<file path="src/rtl/load_store_ctrl_pkg.sv">
// Shared definitions for the data-memory path: access size encodings,
// load/store controller state encoding and the registered request control bits.
package load_store_ctrl_pkg;

  typedef enum logic [1:0] {
    SIZE_BYTE    = 2'b00,
    SIZE_HALF    = 2'b01,
    SIZE_WORD    = 2'b10,
    SIZE_ILLEGAL = 2'b11
  } mem_size_e;

  typedef enum logic [1:0] {
    IDLE   = 2'b00,
    ACCESS = 2'b01,
    RESP   = 2'b10
  } lsu_state_e;

  typedef struct packed {
    logic      write;
    mem_size_e size;
    logic      sign;
  } req_ctrl_t;

  localparam req_ctrl_t REQ_CTRL_RESET = '{write: 1'b0, size: SIZE_BYTE, sign: 1'b0};

endpackage

</file>
<file path="src/rtl/load_store_ctrl_align_checker.sv">
// Combinational natural-alignment check for a data-memory access.
// Size 11 has no legal alignment and always faults.
module align_checker
  import load_store_ctrl_pkg::*;
(
  input  logic [1:0] size,
  input  logic [1:0] addr,
  output logic       misaligned
);

  always_comb begin
    // NOTE: assign a default before the case so no path leaves the output unassigned (no latch).
    misaligned = 1'b0;
    unique case (mem_size_e'(size))
      SIZE_BYTE: misaligned = 1'b0;
      SIZE_HALF: misaligned = addr[0];
      SIZE_WORD: misaligned = |addr;
      default:   misaligned = 1'b1;
    endcase
  end

endmodule

</file>
<file path="src/rtl/load_store_ctrl.sv">
// Load/store controller between EX/MEM and a combinational data memory.
// Each request takes one ACCESS cycle followed by a held response in RESP.
module load_store_ctrl
  import load_store_ctrl_pkg::*;
#(
  parameter int DATA_WIDTH    = 32,
  parameter int ADDRESS_WIDTH = 4
) (
  input  logic                     clk,
  input  logic                     rst_n,
  input  logic                     req_valid,
  output logic                     req_ready,
  input  logic                     req_write,
  input  logic [1:0]               req_size,
  input  logic                     req_sign,
  input  logic [ADDRESS_WIDTH-1:0] req_addr,
  input  logic [DATA_WIDTH-1:0]    req_wdata,
  output logic [1:0]               mem_size,
  output logic [ADDRESS_WIDTH-1:0] mem_addr,
  output logic [DATA_WIDTH-1:0]    mem_din,
  output logic                     mem_sign_ext,
  output logic                     mem_we,
  input  logic [DATA_WIDTH-1:0]    mem_dout,
  output logic                     rsp_valid,
  input  logic                     rsp_ready,
  output logic [DATA_WIDTH-1:0]    rsp_rdata,
  output logic                     rsp_misaligned
);

  lsu_state_e                state_q, state_d;
  logic                      started_q;
  req_ctrl_t                 ctrl_q;
  logic [ADDRESS_WIDTH-1:0]  addr_q;
  logic [DATA_WIDTH-1:0]     wdata_q;
  logic [DATA_WIDTH-1:0]     rdata_q;
  logic                      misaligned_q;
  logic                      misaligned;
  logic                      accept;

  align_checker u_align_checker (
    .size       (ctrl_q.size),
    .addr       (addr_q[1:0]),
    .misaligned (misaligned)
  );

  assign accept = req_valid && req_ready;

  // NOTE: sequential state is updated with non-blocking assignments only.
  always_ff @(posedge clk or negedge rst_n) begin
    if (!rst_n) begin
      state_q <= IDLE;
    end else begin
      state_q <= state_d;
    end
  end

  // Keeps req_ready low until the first clock edge after reset is released.
  always_ff @(posedge clk or negedge rst_n) begin
    if (!rst_n) begin
      started_q <= 1'b0;
    end else begin
      started_q <= 1'b1;
    end
  end

  always_comb begin
    state_d = state_q;
    unique case (state_q)
      IDLE:    if (accept) state_d = ACCESS;
      ACCESS:  state_d = RESP;
      RESP:    if (rsp_ready) state_d = accept ? ACCESS : IDLE;
      default: state_d = IDLE;
    endcase
  end

  always_comb begin
    req_ready = 1'b0;
    mem_we    = 1'b0;
    rsp_valid = 1'b0;
    unique case (state_q)
      IDLE:    req_ready = started_q;
      ACCESS:  mem_we    = ctrl_q.write && !misaligned;
      RESP: begin
        rsp_valid = 1'b1;
        req_ready = rsp_ready;
      end
      default: ;
    endcase
  end

  // NOTE: these request registers feed mem_* directly, so they are reset to give defined outputs in reset.
  always_ff @(posedge clk or negedge rst_n) begin
    if (!rst_n) begin
      ctrl_q  <= REQ_CTRL_RESET;
      addr_q  <= '0;
      wdata_q <= '0;
    end else if (accept) begin
      ctrl_q  <= '{write: req_write, size: mem_size_e'(req_size), sign: req_sign};
      addr_q  <= req_addr;
      wdata_q <= req_wdata;
    end
  end

  // The registered request only changes on acceptance, which is also the only
  // way into ACCESS, so mem_* hold their last value outside ACCESS.
  assign mem_size     = ctrl_q.size;
  assign mem_addr     = addr_q;
  assign mem_din      = wdata_q;
  assign mem_sign_ext = ctrl_q.sign;

  always_ff @(posedge clk or negedge rst_n) begin
    if (!rst_n) begin
      rdata_q      <= '0;
      misaligned_q <= 1'b0;
    end else if (state_q == ACCESS) begin
      misaligned_q <= misaligned;
      rdata_q      <= (!ctrl_q.write && !misaligned) ? mem_dout : '0;
    end
  end

  assign rsp_rdata      = rdata_q;
  assign rsp_misaligned = misaligned_q;

endmodule
</file>
<file path="config.mk">
export PLATFORM = sky130hd
export DESIGN_NAME = load_store_ctrl
export DESIGN_NICKNAME = d
export VERILOG_FILES = /design/src/rtl/load_store_ctrl_pkg.sv /design/src/rtl/load_store_ctrl_align_checker.sv /design/src/rtl/load_store_ctrl.sv
export SDC_FILE = /design/constraint.sdc
export NUM_CORES = 1
export LEC_CHECK = 0
export ABC_AREA = 1
export BUFFER_PORTS_ARGS = -buffer_cell sky130_fd_sc_hd__buf_2
export CORE_AREA = 2 2 98 81
export CTS_BUF_LIST = sky130_fd_sc_hd__clkbuf_2
export DETAILED_ROUTE_END_ITERATION = 7
export DIE_AREA = 0 0 100 83
export HOLD_SLACK_MARGIN = 0.08
export PLACE_DENSITY_LB_ADDON = 0.12
export SLEW_MARGIN = 10
export SYNTH_ARGS = -nofsm -noshare
export SYNTH_HDL_FRONTEND = slang
export SYNTH_HIERARCHICAL = 1
export SYNTH_SLANG_ARGS = --single-unit
</file>
<file path="constraint.sdc">
create_clock -name clk -period 1.24 [get_ports clk]
set_clock_uncertainty 0.05 [all_clocks]
set_input_delay 0.124 -clock clk [delete_from_list [all_inputs] [get_ports clk]]
set_output_delay 0.124 -clock clk [all_outputs]
set_load 0.02 [all_outputs]
</file>
* Word-level counts from Yosys, hierarchy flattened
Index checks and enable logic that the tools add are counted.
Widths: inputs -> output; s select.
** Word-level totals
- Bits in registers :: 76
- Output and inout port bits :: 75
- Input bits :: 76
- Logic and storage cells :: 33
** Operators by class
- Reductions and logical operators :: 9
- Equality and inequality tests :: 6
- Mux-type cells :: 9
** Operators with widths (number)
- $mux 32 :: 1
- $pmux 2 s3 :: 1
- $eq 2x1->1 const B :: 2
- $eq 2x2->1 const B :: 2
- $logic_not 2->1 :: 2
- $mux 2 :: 2
- $ne 2x2->1 const B :: 2
- $logic_and 1x1->1 :: 3
- $mux 1 :: 3
- $pmux 1 s3 :: 1
- $logic_not 1->1 :: 2
- $pmux 1 s2 :: 1
- $reduce_and 2->1 :: 1
- $reduce_or 2->1 :: 1

* Depth between registers and ports, before layout
Gate-level depths: netlist of run 1.
- Word-level depth :: 6
- Depth in mapped cells :: 7

* By module
Netlist of run 1, hierarchy kept.
** By module, submodules not included
- load_store_ctrl :: times used 1, area each 3064.2 sq um, seq. area each 1901.8 sq um, cells an instance 335
- align_checker :: times used 1, area each 13.8 sq um, seq. area each 0.0 sq um, cells an instance 3

* Least setup slack after synthesis of run 1
OpenSTA, ideal clock, no wires.
- Path kind :: flip-flop to flip-flop
- Start :: register addr_q[1] (netlist: mem_addr[1])
- End :: register rdata_q[1] (netlist: rsp_rdata[1])
- Stages on the path, launching flop included :: 7
- Setup slack :: -0.088 ns
- Buffers on the path :: 1
- Data arrival time :: 1.213 ns
- Library setup time :: 0.065 ns
- Cells stage by stage :: dfrtp_1 o21ai_1 nand2_1 nor2_1 buf_2 nand3_1 nand2_1
** Between the ends
- Word-level cells in the longest chain between the ends :: 5
** Ends and longest elaborated chain
- start, declared :: RTL line load_store_ctrl.sv:33 : logic [ADDRESS_WIDTH-1:0] addr_q;
- start signal, assigned :: RTL line load_store_ctrl.sv:99 : addr_q <= req_addr;
- $reduce_or 2->1 :: RTL line load_store_ctrl_align_checker.sv:17 : SIZE_WORD: misaligned = |addr;
- $pmux 1 s3 :: RTL line load_store_ctrl_align_checker.sv:14 : unique case (mem_size_e'(size))
- net misaligned :: RTL line load_store_ctrl.sv:37 : logic misaligned;
- $logic_not 1->1 :: RTL line load_store_ctrl.sv:117 : rdata_q <= (!ctrl_q.write && !misaligned) ? mem_dout : '0;
- $logic_and 1x1->1 :: RTL line load_store_ctrl.sv:117
- $mux 32 :: RTL line load_store_ctrl.sv:117
- end signal, assigned :: RTL line load_store_ctrl.sv:117
- end, declared :: RTL line load_store_ctrl.sv:35 : logic [DATA_WIDTH-1:0] rdata_q;
The timed path passes the listed nets, and every way through them passes these cells.
A chain may end at the register's enable or synchronous reset.

* Worst setup path in the final report of run 1
- Start :: register ctrl_q, in the netlist mem_size[0]
- End :: output port mem_we
** Between the ends
- Word-level cells in the longest chain between the ends :: 5
- Elaborated cells on any way between the ends :: 7
** Ends and longest elaborated chain
- start, declared :: RTL line load_store_ctrl.sv:32 : req_ctrl_t ctrl_q;
- start signal, assigned :: RTL line load_store_ctrl.sv:98 : ctrl_q <= '{write: req_write, size: mem_size_e'(req_size), sign: req_sign};
- $eq 2x2->1 (tied with other cells) :: RTL line load_store_ctrl_align_checker.sv:14
- $pmux 1 s3 * :: RTL line load_store_ctrl_align_checker.sv:14
- net misaligned :: RTL line load_store_ctrl.sv:37
- $logic_not 1->1 * :: RTL line load_store_ctrl.sv:82 : ACCESS: mem_we = ctrl_q.write && !misaligned;
- $logic_and 1x1->1 * :: RTL line load_store_ctrl.sv:82
- $mux 1 * :: RTL line load_store_ctrl.sv:80 : unique case (state_q)
- end, declared :: RTL line load_store_ctrl.sv:22 : output logic mem_we,
Mark *: on every way through the listed nets, which the timed path passes. The rest lies on a longest branch.

==> results.md, run 1 <==
- Status: complete, but fails checks
- Failing checks: negative setup slack
- Mean area per synthesized cell: 9.11 um^2
- GRT Total Usage: 26.7%
- Filler instances: 332
- Number of DRC markers in iteration 0: 151
- Final GP Congestion: 0.772
- HP Class: input port to flip-flop
- Synth Net Count: 414
- Number of max-cap violations: 0
- Clock latency on the worst-skew pair: 490 ps
- FF+latch count, synth: 76
- Initial antenna violation count: 0
- CTS buffer count: 9
- Diode count: 0
- Dpl cells: 572
- Largest net degree at the start of global routing: 37
- R2R depth: 9
- Post-layout nets: 708
- Core ar.: 7290 um^2
- Fin cells: 727
- WL/cell: 17.3 um
- DR pass1 iterations: 4
- Worst path most repeated cell: buf_6
- Sequential area share after synthesis: 61.8%
- Final instance area: 6500 um^2
- Mapped cell area: 3080 um^2
- Placement Cell Area: 4010 um^2
- Die width: 100 um
- Worst EP arrival: 1510 ps
- Routed vias: 3627
- Cell variety after synth: 18
- CP Cell Sequence: o21ai_2 -> nand2_2 -> buf_6 -> nor2_4 -> buf_6
- CP peak stage delay: 460 ps
- P&R area growth vs syn: 111%
- Pleak: 3.37 nW
- Port Buffer Count: 150
- Row count: 28
- Vias/cell: 4.99
- Global route overflow: 0
- Commonest cells after routing, fill and taps aside: nand2_1 (113), buf_6 (85), dlygate4sd3_1 (76)
- Total Wirelength: 12.6 mm
- CP Launch Type: flip-flop
- Reg2Reg Setup Slack: -370 ps
- Design Power: 15.2 mW
- Crit. Startpoint: mem_size[0]
- Die Y: 83 um
- Crit path max fanout: 3
- Unrepaired setup endpoints after global routing: yes
- First-pass GRT wire length: 17.4 mm
- Share of cells above drive strength 1: 52.6%
- Final Hold Fails: 0
- CTS Buffer Depth: 2
- DRC: 0
- Vias in the first global route: 3514
- DRT antenna net count: 0
- Critical R2R Capture: rsp_rdata[21]
- Critical path class: flip-flop to primary output
- Final setup viols: 118
- Crit. End Element: primary output
- Cell Pwr Density: 2340 nW/um^2
- Fmax: 595 MHz
- Setup TNS: -20810 ps
- Crit path to: mem_we
- CTS clk-pin slew, worst paths: 230 ps
- Hpwl dp: 5.50 mm
- Pre-CTS setup slack: -19.7 ps
- Die area: 8300 um^2
- Worst reg2reg startpoint: mem_size[0]
- Commonest non-fill, non-tap cell in the layout: nand2_1
- Tcrit/Tclk final: 136%
- Slowest cell on the critical path: dfrtp_1
- Initial Util: 42.2%
- Total clock sinks: 76
- CTS tree: done
- H-tree Lvls: 3
- VDD IR max: 0.00148 V
- Slew Viols, Final: 0
- Final worst slack: -442 ps
- Post-Syn Instances: 338
- Worst Path Required: 1070 ps
- Min Tclk post-route: 1680 ps
- Synth warnings: 6
- Clk root buf: clkbuf_2
- I/O pin total: 151
## synthesized netlist by cell type (all sizes together)
| cell | instances | area, um^2 |
|---|---|---|
| o21ai | 3 | 15.0 |
| nor2 | 4 | 22.5 |
| nand2 | 153 | 592 |
| nand3 | 73 | 370 |
| clkbuf | 4 | 22.5 |
| dfrtp | 76 | 1900 |
| buf | 20 | 135 |
| conb | 1 | 3.75 |
| inv | 4 | 15.0 |
## logic make-up after synthesis
group / synth area share, %
AOI/OAI and AO/OA: 0.488
buffers and inverters: 5.61
and+or+nand+nor: 32.0
DFF: 61.8
other: 0.122
## metrics by stage
step                util (%)  hold WS (ps)
floorplan                  -          -222
global placement        55.1          1.34
detailed placement      55.1         0.931
CTS                     81.8           266
global route            89.2           297
finish                  89.2           326
## flip-flops by register name (all words and copies together), names as in the netlist
name            cells
mem_din            32
rsp_rdata          32
mem_addr            4
mem_size            2
state_q             2
ctrl_q              1
mem_sign_ext        1
rsp_misaligned      1
started_q           1
## worst max-delay path: cells and delay by family (launching register included)
| kind | cells | cell delay, ps |
|---|---|---|
| buffers and inverters | 2 | 250 |
| and+or+nand+nor | 2 | 160 |
| DFF | 1 | 460 |
| AOI/OAI and AO/OA | 1 | 150 |
## worst min path at each step
stage             startpoint            end  slack, ps  cells after the start
2_1_floorplan          rst_n      ctrl_q[3]       -220                      0
3_3_place_gp           rst_n  rsp_rdata[10]          1                      1
3_5_place_dp           rst_n  rsp_rdata[10]        0.9                      1
4_1_cts         mem_dout[20]  rsp_rdata[20]        270                      4
5_1_grt         req_wdata[3]     mem_din[3]        300                      4
6_report       req_wdata[10]    mem_din[10]        330                      4
## power breakdown
group	switching, mW	internal (mW)	leakage (nW)
clock network	0.859	0.695	0.0861
registers	0.947	3.57	0.967
logic	4.30	4.85	2.32
## layout make-up
cell class                      instances  area (um^2)  area share (%)
Clock inverter                          4         73.8            1.14
Tap cell                               90          113            1.73
Clock buffer                           12         60.1           0.924
Multi-Input combinational cell        234         1380            21.2
Inverter                                4         15.0           0.231
Sequential cell                        76         1900            29.3
Timing Repair Buffer                  307         2960            45.5
## per-layer routing
layer | part of all wire [%] | GRT usage, % | wire [um]
met1 | 36 | 32.6 | 4540
met2 | 54 | 47.7 | 6860
met3 | 7.0 | 6.65 | 888
met4 | 2.4 | 5.98 | 303
met5 | 0 | 0 | 0
## what timing repair did
item,4_1_cts,5_1_grt
cloned,10,1
endpoints found under the hold margin,149,0
setup endpoints to repair,143,148
resized for setup,196,75
buffers inserted,24,33
hold buffers,76,0
pin swaps,15,39
(Power assumes the default switching activity.)
==> run 2: changes to the inputs <==
--- a/config.mk
+++ b/config.mk
@@ -7,14 +7,13 @@
 export LEC_CHECK = 0
 export ABC_AREA = 1
 export BUFFER_PORTS_ARGS = -buffer_cell sky130_fd_sc_hd__buf_2
-export CORE_AREA = 2 2 98 81
+export CORE_AREA = 5 5 103 86
 export CTS_BUF_LIST = sky130_fd_sc_hd__clkbuf_2
 export DETAILED_ROUTE_END_ITERATION = 7
-export DIE_AREA = 0 0 100 83
+export DIE_AREA = 0 0 108 91
 export HOLD_SLACK_MARGIN = 0.08
 export PLACE_DENSITY_LB_ADDON = 0.12
 export SLEW_MARGIN = 10
 export SYNTH_ARGS = -nofsm -noshare
 export SYNTH_HDL_FRONTEND = slang
-export SYNTH_HIERARCHICAL = 1
 export SYNTH_SLANG_ARGS = --single-unit
==> run 2 against run 1 <==
Net effect:
- the flow still finishes with violations (negative setup slack)
- cell count rose by 8.4%
- sequential power fell by 1%
- clock power barely moved
- global-route usage fell by 3.2 points
- critical path depth fell by 1
- first-iteration DRC count rose by 44%
- hold slack got worse by 43 ps
- combinational power fell by 10%
- critical path type unchanged
- largest power group unchanged
==> results.md, run 2 <==
- Hpwl dp: 5.79 mm (was 5.50 mm)
- Core ar.: 7690 um^2 (was 7290 um^2)
- Cell variety after synth: 13 (was 18)
- Placement Cell Area: 4230 um^2 (was 4010 um^2)
- Vias in the first global route: 3757 (was 3514)
- Vias/cell: 4.72 (was 4.99)
- Area fraction of the dominant cell type after synthesis: 58.0% (was 61.8%)
- Min Tclk post-route: 1630 ps (was 1680 ps)
- Core occupancy in the finished layout: 81.2% (was 89.2%)
- Total clock sinks: 76 (unchanged)
- Routed vias: 3723 (was 3627)
- Die width: 108 um (was 100 um)
- Total Wirelength: 11.9 mm (was 12.6 mm)
- CTS Buffer Depth: 2 (unchanged)
- Failing checks: negative setup slack (unchanged)
- Die Y: 91 um (was 83 um)
- Commonest non-fill, non-tap cell in the layout: nand2_1 (unchanged)
- H-tree Lvls: 3 (unchanged)
- Initial Util: 42.6% (was 42.2%)
- Final worst slack: -392 ps (was -442 ps)
- Post-synthesis xor/xnor area fraction: 0% (unchanged)
- Crit path max fanout: 14 (was 3)
- Mux contribution to synthesized area: 0% (unchanged)
- WL met1: 4.62 mm (was 4.54 mm)
- Post-Syn Instances: 408 (was 338)
- VDD IR max: 0.00139 V (was 0.00148 V)
- CP Launch Type: flip-flop (unchanged)
- Status: complete, but fails checks (unchanged)
- R2R depth: 9 (unchanged)
- Row count: 29 (was 28)
- Adder-cell share of the synthesized area: 0% (unchanged)
- Initial antenna violation count: 0 (unchanged)
- Number of DRC markers in iteration 0: 218 (was 151)
- DR pass1 iterations: 5 (was 4)
- Sequential area share after synthesis: 58.0% (was 61.8%)
- CTS clk-pin slew, worst paths: 220 ps (was 230 ps)
- Mapped cell area: 3280 um^2 (was 3080 um^2)
- Pre-CTS setup slack: -28.7 ps (was -19.7 ps)
- Critical path class: flip-flop to primary output (unchanged)
- Main combinational cell family by area after synthesis: simple AND/OR/NAND/NOR gates (unchanged)
- Design Power: 14.2 mW (was 15.2 mW)
- Final hold slack: 283 ps (was 326 ps)
- Die area: 9830 um^2 (was 8300 um^2)
- Top layer in use: met4 (unchanged)
- I/O pin total: 151 (unchanged)
- Crit. End Element: primary output (unchanged)
- Final Hold Fails: 0 (unchanged)
- Synth Net Count: 484 (was 414)
- Largest net degree at the start of global routing: 77 (was 37)
- First-pass GRT wire length: 18.6 mm (was 17.4 mm)
- Share of cells above drive strength 1: 37.4% (was 52.6%)
- Final setup viols: 124 (was 118)
- Cell Pwr Density: 2270 nW/um^2 (was 2340 nW/um^2)
- EDFF count, synth: 0 (unchanged)
- Async S/R FF share, synth: 100% (unchanged)
- Synth warnings: 0 (was 6)
- Mean area per synthesized cell: 8.04 um^2 (was 9.11 um^2)
- HP Class: input port to flip-flop (unchanged)
- Port Buffer Count: 150 (unchanged)
- Synth Area in Compound Gates: 0.305% (was 0.488%)
- P&R area growth vs syn: 90.4% (was 111%)
- Largest area contributor in the netlist: dfrtp_1 (unchanged)
- Tcrit/Tclk final: 132% (was 136%)
- Post-layout nets: 751 (was 708)
- Post-synthesis simple-gate area fraction: 33.1% (was 32.0%)
- Post-synth top flop: dfrtp_1 (unchanged)
- Worst EP arrival: 1460 ps (was 1510 ps)
- Commonest cells in the netlist: nand2_1 (152), dfrtp_1 (76), nand3_1 (73), inv_1 (37), nor2_1 (35) (was nand2_1 (150), dfrtp_1 (76), nand3_1 (72), buf_2 (12))
- Fmax: 613 MHz (was 595 MHz)
- Filler instances: 467 (was 332)
- GRT Total Usage: 23.5% (was 26.7%)
- Diode count: 0 (unchanged)
- FF+latch count, synth: 76 (unchanged)
- Global route overflow: 0 (unchanged)
- DRT antenna net count: 0 (unchanged)
- Number of max-cap violations: 0 (unchanged)
- Top-count cell post-synth: nand2_1 (unchanged)
- Met3 WL post-DR: 920 um (was 888 um)
- Worst Hold Depth: 7 (was 4)
- Metal2 WL: 6.23 mm (was 6.86 mm)
- Commonest cells after routing, fill and taps aside: nand2_1 (143), buf_6 (83), dlygate4sd3_1 (76) (was nand2_1 (113), buf_6 (85), dlygate4sd3_1 (76))
- Unrepaired setup endpoints after global routing: yes (unchanged)
- Final instance area: 6250 um^2 (was 6500 um^2)
- DRC: 0 (unchanged)
- Clk root buf: clkbuf_2 (unchanged)
- Worst Path Required: 1070 ps (about the same)
- WL/cell: 15.2 um (was 17.3 um)
- CTS tree: done (unchanged)
- Top post-synthesis cells by area: dfrtp_1 (58%), nand2_1 (17%), nand3_1 (11%) (was dfrtp_1 (62%), nand2_1 (18%), nand3_1 (12%))
- Clock latency on the worst-skew pair: 480 ps (was 490 ps)
- Pleak: 3.44 nW (was 3.37 nW)
- Slew Viols, Final: 0 (unchanged)
- CTS buffer count: 9 (unchanged)
- Final GP Congestion: 0.774 (was 0.772)
==> run 2: cell types whose count changed in the layout (fill, tap and decap cells not counted), moves of 3 or more <==
| cell | change |
|---|---|
| nand3_1 | +23 |
| nor2_1 | +34 |
| buf_16 | -4 |
| nand3_2 | -20 |
| buf_12 | -5 |
| inv_1 | +34 |
| buf_4 | -19 |
| buf_8 | +5 |
| nand2_1 | +30 |
| nand2_4 | -9 |
| nand3_4 | -3 |
| nand2_2 | -20 |
==> run 2: kinds of logic after synthesis <==
group,Yosys count
AND/OR/NAND/NOR,263
AO/OA/AOI/OAI,2
other,1
flip-flops,76
buffers and inverters,66
==> run 2: cell type report <==
class,count,area (um^2),share of cell area (%)
clock buffer,11,55.1,0.881
clock inverter,5,76.3,1.22
inverter,38,148,2.36
multi-input combinational,266,1220,19.6
sequential,76,1900,30.5
tap,108,135,2.16
timing repair buffer,284,2710,43.3
==> run 2: metrics by stage <==
| stage | cells | setup TNS, ps |
|---|---|---|
| 2_1_floorplan | 408 | 0 |
| 3_3_place_gp | 652 | -7.24 |
| 3_5_place_dp | 652 | -628 |
| 4_1_cts | 767 | -14080 |
| 5_1_grt | 788 | -24640 |
| 6_report | 788 | -11850 |
==> run 2: metal layers <==
layer | up-vias | GRT usage, %
li1 | 1788 | -
met4 | 0 | 6.20
met2 | 161 | 39.6
met5 | - | 0
met3 | 19 | 7.87
met1 | 1755 | 29.1
==> run 2: worst max-delay path, cell delays in order, from the launching register on <==
cell     delay (ps)
dfrtp_2         480
nor2_4          150
inv_6            90
nor2_4          120
buf_6           120
==> run 2: final timing paths <==
check,slack [ps],to,start
max,-390,mem_we,state_q[1]
min,280,mem_din[28],rsp_ready
max reg2reg,-230,mem_din[13],state_q[1]
min reg2reg,470,mem_din[2],mem_din[2]
max in group asynchronous,100,state_q[1],rst_n
min in group asynchronous,690,rsp_rdata[3],rst_n
==> run 2: repair_timing <==
action / 4_1_cts / 5_1_grt
endpoints found under the hold margin: 150 / 0
buffers inserted: 21 / 20
hold buffers: 76 / 0
gates cloned: 4 / 3
resized for setup: 172 / 35
pin swaps: 5 / 8
setup endpoints to repair: 121 / 149
==> run 2: power by group <==
group	switching, mW	internal, mW
Combinational	3.93	4.30
Sequential	0.902	3.56
Clock	0.840	0.675
Total	5.67	8.53
